### config.mk
export PLATFORM = sky130hd
export DESIGN_NAME = fifo_rd_packer
export DESIGN_NICKNAME = d
export VERILOG_FILES = /design/src/rtl/fifo_rd_packer.sv
export SDC_FILE = /design/constraint.sdc
export NUM_CORES = 1
export LEC_CHECK = 0
export BUFFER_PORTS_ARGS = -buffer_cell sky130_fd_sc_hd__buf_2
export CELL_PAD_IN_SITES_DETAIL_PLACEMENT = 0
export CELL_PAD_IN_SITES_GLOBAL_PLACEMENT = 1
export CORE_AREA = 2 2 157 82
export DETAILED_ROUTE_END_ITERATION = 16
export DIE_AREA = 0 0 159 84
export GPL_TIMING_DRIVEN = 0
export PLACE_DENSITY_LB_ADDON = 0.1
export SLEW_MARGIN = 20
export SYNTH_ARGS = -nofsm -noshare
export SYNTH_HDL_FRONTEND = slang
export SYNTH_SLANG_ARGS = --single-unit
### constraint.sdc
create_clock -name clk -period 2.33 [get_ports clk]
set_clock_uncertainty 0.05 [all_clocks]
set_input_delay 0.3495 -clock clk [delete_from_list [all_inputs] [get_ports clk]]
set_output_delay 0.3495 -clock clk [all_outputs]
set_load 0.02 [all_outputs]
### src/rtl/fifo_rd_packer.sv
// Drains an 8-bit FIFO one entry per three cycles and packs PACK_RATIO entries into a wide valid/ready word.
// Optional idle auto-flush is compiled in with `define PACK_TIMEOUT_EN.
module fifo_rd_packer #(
  parameter int DATA_WIDTH     = 8,
  parameter int PACK_RATIO     = 4,
  parameter int TIMEOUT_CYCLES = 64
) (
  input  logic                                  clk,
  input  logic                                  rst,
  input  logic                                  fifo_empty,
  input  logic [DATA_WIDTH-1:0]                 fifo_dout,
  output logic                                  fifo_ren,
  input  logic                                  flush,
  output logic [DATA_WIDTH*PACK_RATIO-1:0]      out_data,
  output logic [$clog2(PACK_RATIO+1)-1:0]       out_cnt,
  output logic                                  out_valid,
  input  logic                                  out_ready,
  output logic                                  busy
);

  localparam int CW = $clog2(PACK_RATIO + 1);
  localparam int WW = DATA_WIDTH * PACK_RATIO;

  typedef enum logic [1:0] {IDLE, REQ, CAP, HOLD} state_t;

  state_t          r_state;
  logic [CW-1:0]   r_lane_cnt;
  logic [WW-1:0]   r_pack;
  logic            r_fifo_ren;
  logic            r_out_valid;
  logic [WW-1:0]   r_out_data;
  logic [CW-1:0]   r_out_cnt;

  logic            w_out_free;
  logic            w_timeout;

  assign w_out_free = !r_out_valid || out_ready;

`ifdef PACK_TIMEOUT_EN
  localparam int TW = (TIMEOUT_CYCLES > 1) ? $clog2(TIMEOUT_CYCLES) : 1;

  logic [TW-1:0] r_idle_cnt;

  assign w_timeout = (r_state == IDLE) && (r_lane_cnt != '0) &&
                     (r_idle_cnt == TW'(TIMEOUT_CYCLES - 1));

  // Counts only while a partial word is parked and the FIFO has nothing to offer.
  always_ff @(posedge clk) begin
    if (rst) begin
      r_idle_cnt <= '0;
    end else if (r_state == REQ) begin
      r_idle_cnt <= '0;
    end else if ((r_state == IDLE) && (r_lane_cnt != '0) && fifo_empty && !w_timeout) begin
      r_idle_cnt <= r_idle_cnt + 1'b1;
    end
  end
`else
  assign w_timeout = 1'b0;
`endif

  always_ff @(posedge clk) begin
    if (rst) begin
      r_state     <= IDLE;
      r_lane_cnt  <= '0;
      // NOTE: the pack register is reset too, so a partial word caught by reset can never leak out.
      r_pack      <= '0;
      r_fifo_ren  <= 1'b0;
      r_out_valid <= 1'b0;
      r_out_data  <= '0;
      r_out_cnt   <= '0;
    end else begin
      r_fifo_ren <= 1'b0;
      if (r_out_valid && out_ready) r_out_valid <= 1'b0;

      case (r_state)
        IDLE: begin
          if (flush) begin
            if (r_lane_cnt != '0) r_state <= HOLD;
          end else if (!fifo_empty && (r_lane_cnt < CW'(PACK_RATIO))) begin
            r_state    <= REQ;
            r_fifo_ren <= 1'b1;
          end else if (w_timeout) begin
            r_state <= HOLD;
          end
        end
        REQ: r_state <= CAP;
        CAP: begin
          r_pack[int'(r_lane_cnt)*DATA_WIDTH +: DATA_WIDTH] <= fifo_dout;
          r_lane_cnt <= r_lane_cnt + 1'b1;
          r_state    <= (r_lane_cnt == CW'(PACK_RATIO - 1)) ? HOLD : IDLE;
        end
        HOLD: begin
          // Unfilled lanes are already zero because the pack register is cleared on every load.
          if (w_out_free) begin
            r_out_data  <= r_pack;
            r_out_cnt   <= r_lane_cnt;
            r_out_valid <= 1'b1;
            r_lane_cnt  <= '0;
            r_pack      <= '0;
            r_state     <= IDLE;
          end
        end
        default: r_state <= IDLE;
      endcase
    end
  end

  assign fifo_ren  = r_fifo_ren;
  assign out_data  = r_out_data;
  assign out_cnt   = r_out_cnt;
  assign out_valid = r_out_valid;
  assign busy      = (r_state != IDLE) || (r_lane_cnt != '0) || r_out_valid;

endmodule

# --- Word level (Yosys, flattened, before mapping) ---
# Cells that the tools add are included.
totals:
  wordCells: 50
  output_inout_bits: 38
  reg_bits: 74
  inputBits: 13
classes:
  n_eq_ne: 7
  n_addsub: 2
  magnitude_cmp: 1
  n_shift: 2
  n_reduce_logical: 15
  muxes: 15
  n_bitwise: 1
ops:
  columns: ["cell", "count"]
  rows:
  - ["case mux 32 bit (2 select lines)", 1]
  - ["negator 6 -> 33 bit", 1]
  - ["variable shift 8 x 33 -> 32 bit (first input constant)", 1]
  - ["indexed part select 8 x 33 -> 32 bit", 1]
  - ["bitwise mux 32 bit", 1]
  - ["two-way mux 32 bit", 1]
  - ["two-way mux 2 bit", 5]
  - ["case mux 2 bit (4 select lines)", 1]
  - ["!= test 3 bit (second input constant)", 2]
  - ["case mux 3 bit (2 select lines)", 1]
  - ["== test 2 bit (second input constant)", 2]
  - ["two-way mux 1 bit", 4]
  - ["AND reduction 2 bit", 2]
  - ["nonzero test 2 bit", 2]
  - ["adder 3 x 1 -> 3 bit (second input constant)", 1]
  - ["== test 3 x 2 -> 1 bit (second input constant)", 1]
  - ["logical OR 1 bit", 3]
  - ["less-than comparator 3 bit (second input constant)", 1]
  - ["two-way mux 3 bit", 1]
  - ["AND reduction 3 bit", 1]
  - ["nonzero test 3 bit", 1]
  - ["OR reduction 3 bit", 1]
  - ["== test 2 x 1 -> 1 bit (second input constant)", 1]
  - ["logical AND 1 bit", 2]
  - ["4 further kinds", 5]

# --- Depth between registers and ports, before layout ---
# Gate-level depths: netlist of run 1.
logic_depth:
  word_depth: 5
  mapped_depth: 9
  ltp_nobuf: 7

# --- Worst setup path after synthesis of run 1 ---
# OpenSTA, ideal clock, no wires.
synth_path:
  path_kind: "register -> register"
  from: "reg r_lane_cnt[0]"
  to: "reg r_pack[6]"
  required_time_ps: 2206
  n_path_buf: 2
  slack_ps: 15
  stages_incl_launch_ff: 10
  arrival_time_ps: 2191
  setup_ps: 74
  period_less_slack_ps: 2315
  path_cell_list: "dfxtp_1 clkbuf_2 inv_1 ha_1 ha_1 or4b_4 nor4_4 buf_6 nand3_1 o21ai_0"
synth_between:
  elab_chain_cells: 4
  elab_cells_between_ends: 5
  classes_between: "add/sub (1); shift (2); mux (2)"
synth_lines:
  columns: ["item", "line", "text"]
  rows:
  - ["start: declaration", "27", "logic [CW-1:0] r_lane_cnt;"]
  - ["start signal: assignment", "89", "r_lane_cnt <= r_lane_cnt + 1'b1;"]
  - ["negator 6 -> 33 bit *", "88", "r_pack[int'(r_lane_cnt)*DATA_WIDTH +: DATA_WIDTH] <= fifo_dout;"]
  - ["indexed part select 8 x 33 -> 32 bit or variable shift 8 x 33 -> 32 bit (tied branches)", "88", null]
  - ["bitwise mux 32 bit *", "88", null]
  - ["case mux 32 bit (2 select lines) *", "75", "case (r_state)"]
  - ["end signal: indexed assignment", "88", null]
  - ["end: declaration", "28", "logic [WW-1:0] r_pack;"]
# Every way passes the cells marked *; elsewhere a longest branch is shown, timed or not.
# A chain may end at the register's enable or synchronous reset.

# --- Worst setup path in the final report of run 1 ---
layout_path:
  from: "reg r_lane_cnt[1]"
  to: "reg r_pack[3]"
# The elaborated chain is that of the path after synthesis.

==> results.md, run 1 <==
* Status: complete, no violations
* WP buf/inv at 2
* # fillers at 1,354
* Type of origin of the critical path: flip-flop
* DPL Wire Length at 6.530 mm
* Final Setup Violations at 0
* Dpl cell area at 3420 um2
* CP arrival at 2480 ps
* GRT Total Usage at 14.04%
* Distinct cells, synth at 32
* DR vias at 2,584
* Maximum VDD drop at 0.3483 mV
* R2R depth at 8
* Tmin final at 2259 ps
* Final Power at 3.332 mW
* FF-to-FF End: r_pack[3]
* Setup WS post-layout at 71.29 ps
* Area growth syn-to-layout at 31.27%
* Mapped Area at 2957 um2
* WHS Endpoint: fifo_ren
* Iter 0 DRT Violations at 117
* Final core occ at 31.84%
* Final GP Congestion at 0.8295
* Cell taking the most area after synthesis: dfxtp_1
* Largest net degree at the start of global routing at 14
* Final instance area at 3881 um2
* Worst relative slew slack at 50.80%
* Vias in the first global route at 2,423
* Worst-Skew Late Latency at 330 ps
* WL final at 9.015 mm
* Post-synthesis async set-or-reset flop share at 0%
* Worst-margin pin slew at 735.3 ps
* CTS tree: done
* Hold Buf Count CTS at 0
* Leading post-synthesis cells by cell area: dfxtp_1 (50%), nand2_1 (14%), a21oi_1 (9.5%), nand3_1 (4.4%), ha_1 (3.0%)
* Share of the synthesized area in the top cell type at 50.11%
* Crit Path Category: reg -> reg
* Fin Setup TNS at 0 ps
* Max_cap viols at 0
* Initial antenna violation count at 0
* Synth Area per Inst at 8.399 um2
* Area of the die at 13,360 um2
* IO Count at 51
* Clk root buf: clkbuf_16
* Clk slew on worst S/H paths at 60 ps
* CORE AREA at 12,190 um2
* Worst hold path depth at 3
* Fraction of layout cells with a size suffix above 1 at 23.71%
* Critical Path Sink Type: flip-flop
* Final ANT Viol Nets at 0
* TritonCTS Buffers at 9
* Post-synthesis cell count at 352
* Site row count at 29
* Remaining routing DRC violations at 0
* Drt first pass iters at 4
* Critical path peak fanout at 5
* Hold Crit Start: fifo_empty
* Number of synthesized register bits at 74
* First-pass GRT wire length at 14.01 mm
* Die Ht at 84 um
* Worst path top cell family by delay: simple AND/OR/NAND/NOR gates
* Nets at 441
* Period utilization at 96.94%
* Fmax at 442.7 MHz
* Leak Pwr at 1.449 nW
* CTS max path bufs at 2
* Number of enable flip-flop cells after synthesis at 0
* Vias/cell at 4.336
* PwrDens at 858.5 nW/um2
* Fin. max-slew vios at 0
* Initial cell density of the core at 24.25%
* Wirelength per Cell at 15.13 um
* Worst R2R Start: r_lane_cnt[1]
* Final Hold Fails at 0
* CP cell instances: inv_4, ha_4, ha_4, or4b_4, nor4_4, buf_4, nand3_1, o21ai_1
* Die width at 159 um
* Largest stage delay on the critical path at 530 ps
* Worst reg-to-reg setup slack at 70 ps
* CP required at 2550 ps
* Main synth FF type: dfxtp_1
* N_diodes at 0
* Worst path slowest cell: or4b_4
* Sequential share of the synthesized area at 50.11%
* Global-route congestion overflow total at 0
* H-tree level count at 3
* Most used cell, CP: ha_4
* Synth warn at 0
* Post-synth net total at 372
* Port Buffers at 50
* Pre-CTS WS at -285.5 ps
* Clock sink count at 74
* Hold Path Class: in -> reg
==> routing by layer <==
| layer | wire length (um) | part of all wire [%] | track usage [%] |
|---|---|---|---|
| met1 | 5138 | 57 | 22.21 |
| met2 | 3247 | 36 | 17.27 |
| met3 | 530 | 5.9 | 4.421 |
| met4 | 97 | 1.1 | 4.132 |
| met5 | 0 | 0 | 0 |
==> power by group <==
part | leakage (nW) | total (mW) | internal (mW) | switching [mW]
Clock | 0.155 | 1.52 | 0.968 | 0.552
Combinational | 0.695 | 0.486 | 0.197 | 0.289
Sequential | 0.599 | 1.33 | 1.30 | 0.0254
==> cell usage in the layout, fill, tap and decap left out, types with 4 or more instances in the layout <==
cell / Yosys / final
a21oi_1: 56 / 56
nand2_1: 108 / 108
dfxtp_1: 74 / 71
nand3_1: 26 / 23
o21ai_1: 0 / 4
clkbuf_1: 12 / 12
o21ai_0: 9 / 5
mux2i_1: 8 / 8
buf_2: 3 / 52
ha_1: 7 / 5
clkbuf_16: 0 / 9
nand2b_1: 11 / 11
nor2_1: 7 / 7
buf_4: 2 / 11
==> repair_timing <==
item,4_1_cts,5_1_grt
gates cloned,1,0
resized for setup,12,16
endpoints found under the setup margin,33,16
pin swaps,1,3
setup buffers,4,4
==> worst max-delay path by stage <==
stage	cells past startpoint	to	start
detailed placement	9	r_pack[7]	r_lane_cnt[0]
floorplan	9	r_pack[6]	r_lane_cnt[0]
global placement	9	r_pack[6]	r_lane_cnt[0]
CTS	9	r_pack[1]	r_lane_cnt[0]
finish	8	r_pack[3]	r_lane_cnt[1]
global route	8	r_pack[2]	r_lane_cnt[1]
==> synthesized netlist by cell type, types with 3 or more instances <==
cell and instances:
dfxtp_1 74, nor2_1 7, nand2_1 108, mux2i_1 8, o21ai_0 9, inv_1 5
a21oi_1 56, nor2b_1 3, nand3_1 26, buf_2 3, nand2b_1 11, clkbuf_1 12
ha_1 7
==> sequential cells by signal, indices dropped and copies added (netlist names) <==
| name | flops |
|---|---|
| out_cnt | 3 |
| fifo_ren | 1 |
| r_lane_cnt | 3 |
| r_pack | 32 |
| out_valid | 1 |
| out_data | 32 |
| r_state | 2 |
==> worst register-to-register path: cells and delay by family (launching register included) <==
kind	cells	cell delay (ps)
and+or+nand+nor	3	1030
DFF	1	390
adders and majority gates	2	390
buffers and inverters	2	230
AOI/OAI and AO/OA	1	110
==> stage by stage <==
stage,hold WS [ps],cells
after floorplan,382.1,352
after global placement,390.8,572
after detailed placement,395.9,572
after CTS,237.2,593
after global routing,247.6,596
final,248.7,596
==> cells by family after synthesis <==
group	after synthesis	share of synthesized area [%]
fa+ha+maj	7	2.962
flops	74	50.11
simple gates	164	25.94
buf+inv	24	3.724
compound gates	75	14.56
mux	8	2.709
==> cell type report <==
class	count	area [um2]	share of cell area (%)
Sequential cell	74	1490	38.39
Multi-Input combinational cell	254	1419	36.56
Timing Repair Buffer	59	324.1	8.349
Clock buffer	10	239.0	6.157
Tap cell	170	212.7	5.480
Clock inverter	6	88.84	2.289
Buffer	18	86.33	2.224
Inverter	5	21.27	0.5480
Power figures use the tool's default switching activity.
==> run 2, diff against run 1 <==
- CORE_AREA: 2 2 157 82 -> 2 2 130 69
- DIE_AREA: 0 0 159 84 -> 0 0 132 71
==> run 2 against run 1 <==
Sequential power barely moved. Count of clock-buffer cells in the layout grew 4. First-iteration DRC count grew 42%. Critical endpoint is now r_pack[1]. Largest power group is now registers. Final cell count down 9.6%. Critical path type unchanged.
==> results.md, run 2 (same netlist as run 1, synthesis figures left out) <==
* Leak Pwr at 1.407 nW (-2.9%)
* GRT Total Usage at 18.59% (+4.5 points)
* CP cell instances: inv_4, ha_4, ha_4, or4b_4, nor4_4, buf_4, nand3_2, o21ai_1
* Unrepaired setup endpoints after global routing: true
* Final GP Congestion at 0.8581 (+3.4%)
* Area of the die at 9372 um2 (-30%)
* IO Count at 51 (unchanged)
* CORE AREA at 8318 um2 (-32%)
* CP required at 2550 ps (about the same)
* Commonest non-fill, non-tap cell in the layout: nand2_1
* Port Buffers at 50 (unchanged)
* N_diodes at 0 (unchanged)
* Final Hold Fails at 0 (unchanged)
* CTS max path bufs at 2 (unchanged)
* CP arrival at 2510 ps (+30 ps)
* Top Layer Used: met4
* DR vias at 2,577 (-0.27%)
* Hold Path Class: in -> reg
* Most used cell, CP: ha_4
* Vias/cell at 4.781 (+10%)
* WL met2 at 3.151 mm (-3.0%)
* Site row count at 24 (-17%)
* Area growth syn-to-layout at 25.73%
* Remaining routing DRC violations at 0 (unchanged)
* Global-route congestion overflow total at 0 (unchanged)
* Nets at 439 (-0.45%)
* Clk root buf: clkbuf_16
* Initial antenna violation count at 0 (unchanged)
* First-pass GRT wire length at 13.19 mm (-5.9%)
* Final Power at 3.023 mW (-9.3%)
* Initial cell density of the core at 35.54% (+11 points)
* Type of origin of the critical path: flip-flop
* Largest net degree at the start of global routing at 11 (-3)
* Worst relative slew slack at 50.00% (-0.80 points)
* Status: complete, no violations
* Fin. max-slew vios at 0 (unchanged)
* Max_cap viols at 0 (unchanged)
* Die Ht at 71 um (-15%)
* Met1 Wirelength at 4.527 mm (-12%)
* Wirelength per Cell at 15.33 um (+1.3%)
* Final instance area at 3717 um2 (-4.2%)
* Tmin final at 2288 ps (+28.84 ps)
* Fin Setup TNS at 0 ps (unchanged)
* DPL Wire Length at 5.773 mm (-12%)
* Clk slew on worst S/H paths at 50 ps (about the same)
* Fmax at 437.1 MHz (-1.3%)
* Worst-Skew Late Latency at 330 ps (about the same)
* Final core occ at 44.69% (+13 points)
* Die width at 132 um (-17%)
* TritonCTS Buffers at 9 (unchanged)
* Iter 0 DRT Violations at 166 (+42%)
* Worst path slowest cell: or4b_4
* Drt first pass iters at 4 (unchanged)
* Met3 WL at 482 um (-9.1%)
* Crit Path Category: reg -> reg
* Maximum VDD drop at 0.4034 mV (+16%)
* Final ANT Viol Nets at 0 (unchanged)
* Critical path peak fanout at 6 (+1)
* Largest stage delay on the critical path at 530 ps (about the same)
* Vias in the first global route at 2,469 (+1.9%)
* Final Setup Violations at 0 (unchanged)
* Most frequent cells in the layout: nand2_1 (108), dfxtp_1 (72), a21oi_1 (56)
* Critical Path Sink Type: flip-flop
* Fraction of layout cells with a size suffix above 1 at 21.80% (-1.9 points)
* Clock sink count at 74 (unchanged)
* WL final at 8.262 mm (-8.4%)
* Worst-margin pin slew at 750.1 ps (+14.79 ps)
* H-tree level count at 3 (unchanged)
* Period utilization at 98.18% (+1.2 points)
* Hold slack final at 243.5 ps (-5.144 ps)
* Dpl cell area at 3353 um2 (-1.9%)
* PwrDens at 813.2 nW/um2 (-5.3%)
* CTS tree: done
run 2: what timing repair did:
action | CTS | global route
gates cloned | 1 | 0
hold buffers | 0 | 0
pin swaps | 1 | 4
endpoints found under the setup margin | 33 | 32
gates resized for setup | 11 | 16
hold endpoints to repair | 0 | 0
setup buffers | 3 | 3
run 2: cell type report:
type / instances / area (um2)
clock buffers: 14 / 254.0
plain buffers: 18 / 86.33
inverters: 5 / 21.27
fillers: 870 / 4601
flip-flops and latches: 74 / 1489
multi-input cells: 254 / 1414
repair buffers: 57 / 306.5
well taps: 117 / 146.4
run 2: critical path, delay by kind of cell, from the launching register on:
kind                     cells  cell delay, ps
AO/OA/AOI/OAI                1              90
adder cells (fa/ha/maj)      2             410
buffers and inverters        2             270
flip-flops                   1             390
AND/OR/NAND/NOR              3            1010
run 2: routing by layer:
| metal | up-vias | global-route usage, % |
|---|---|---|
| met4 | 0 | 5.435 |
| li1 | 1319 | - |
| met1 | 1191 | 27.97 |
| met3 | 10 | 5.520 |
| met5 | - | 0 |
| met2 | 57 | 25.29 |
run 2: through the flow:
step                worst slack (ps)  std cells
detailed placement            -253.6        519
floorplan                      14.99        352
global placement              -235.8        519
CTS                            9.686        537
finish                         42.45        539
global route                  -55.58        539
run 2: worst paths after layout:
check,start,to,slack (ps),cells past startpoint
worst max-delay path,r_lane_cnt[1],r_pack[1],40,8
worst min-delay path,fifo_empty,fifo_ren,240,3
worst max register to register,r_lane_cnt[1],r_pack[1],40,8
worst min register to register,r_pack[2],r_pack[2],400,2
run 2: power by group:
part / internal, mW / switching, mW / leakage (nW)
Sequential: 1.30 / 0.0258 / 0.598
Combinational: 0.190 / 0.280 / 0.686
Clock: 0.739 / 0.486 / 0.123
Total: 2.23 / 0.792 / 1.41
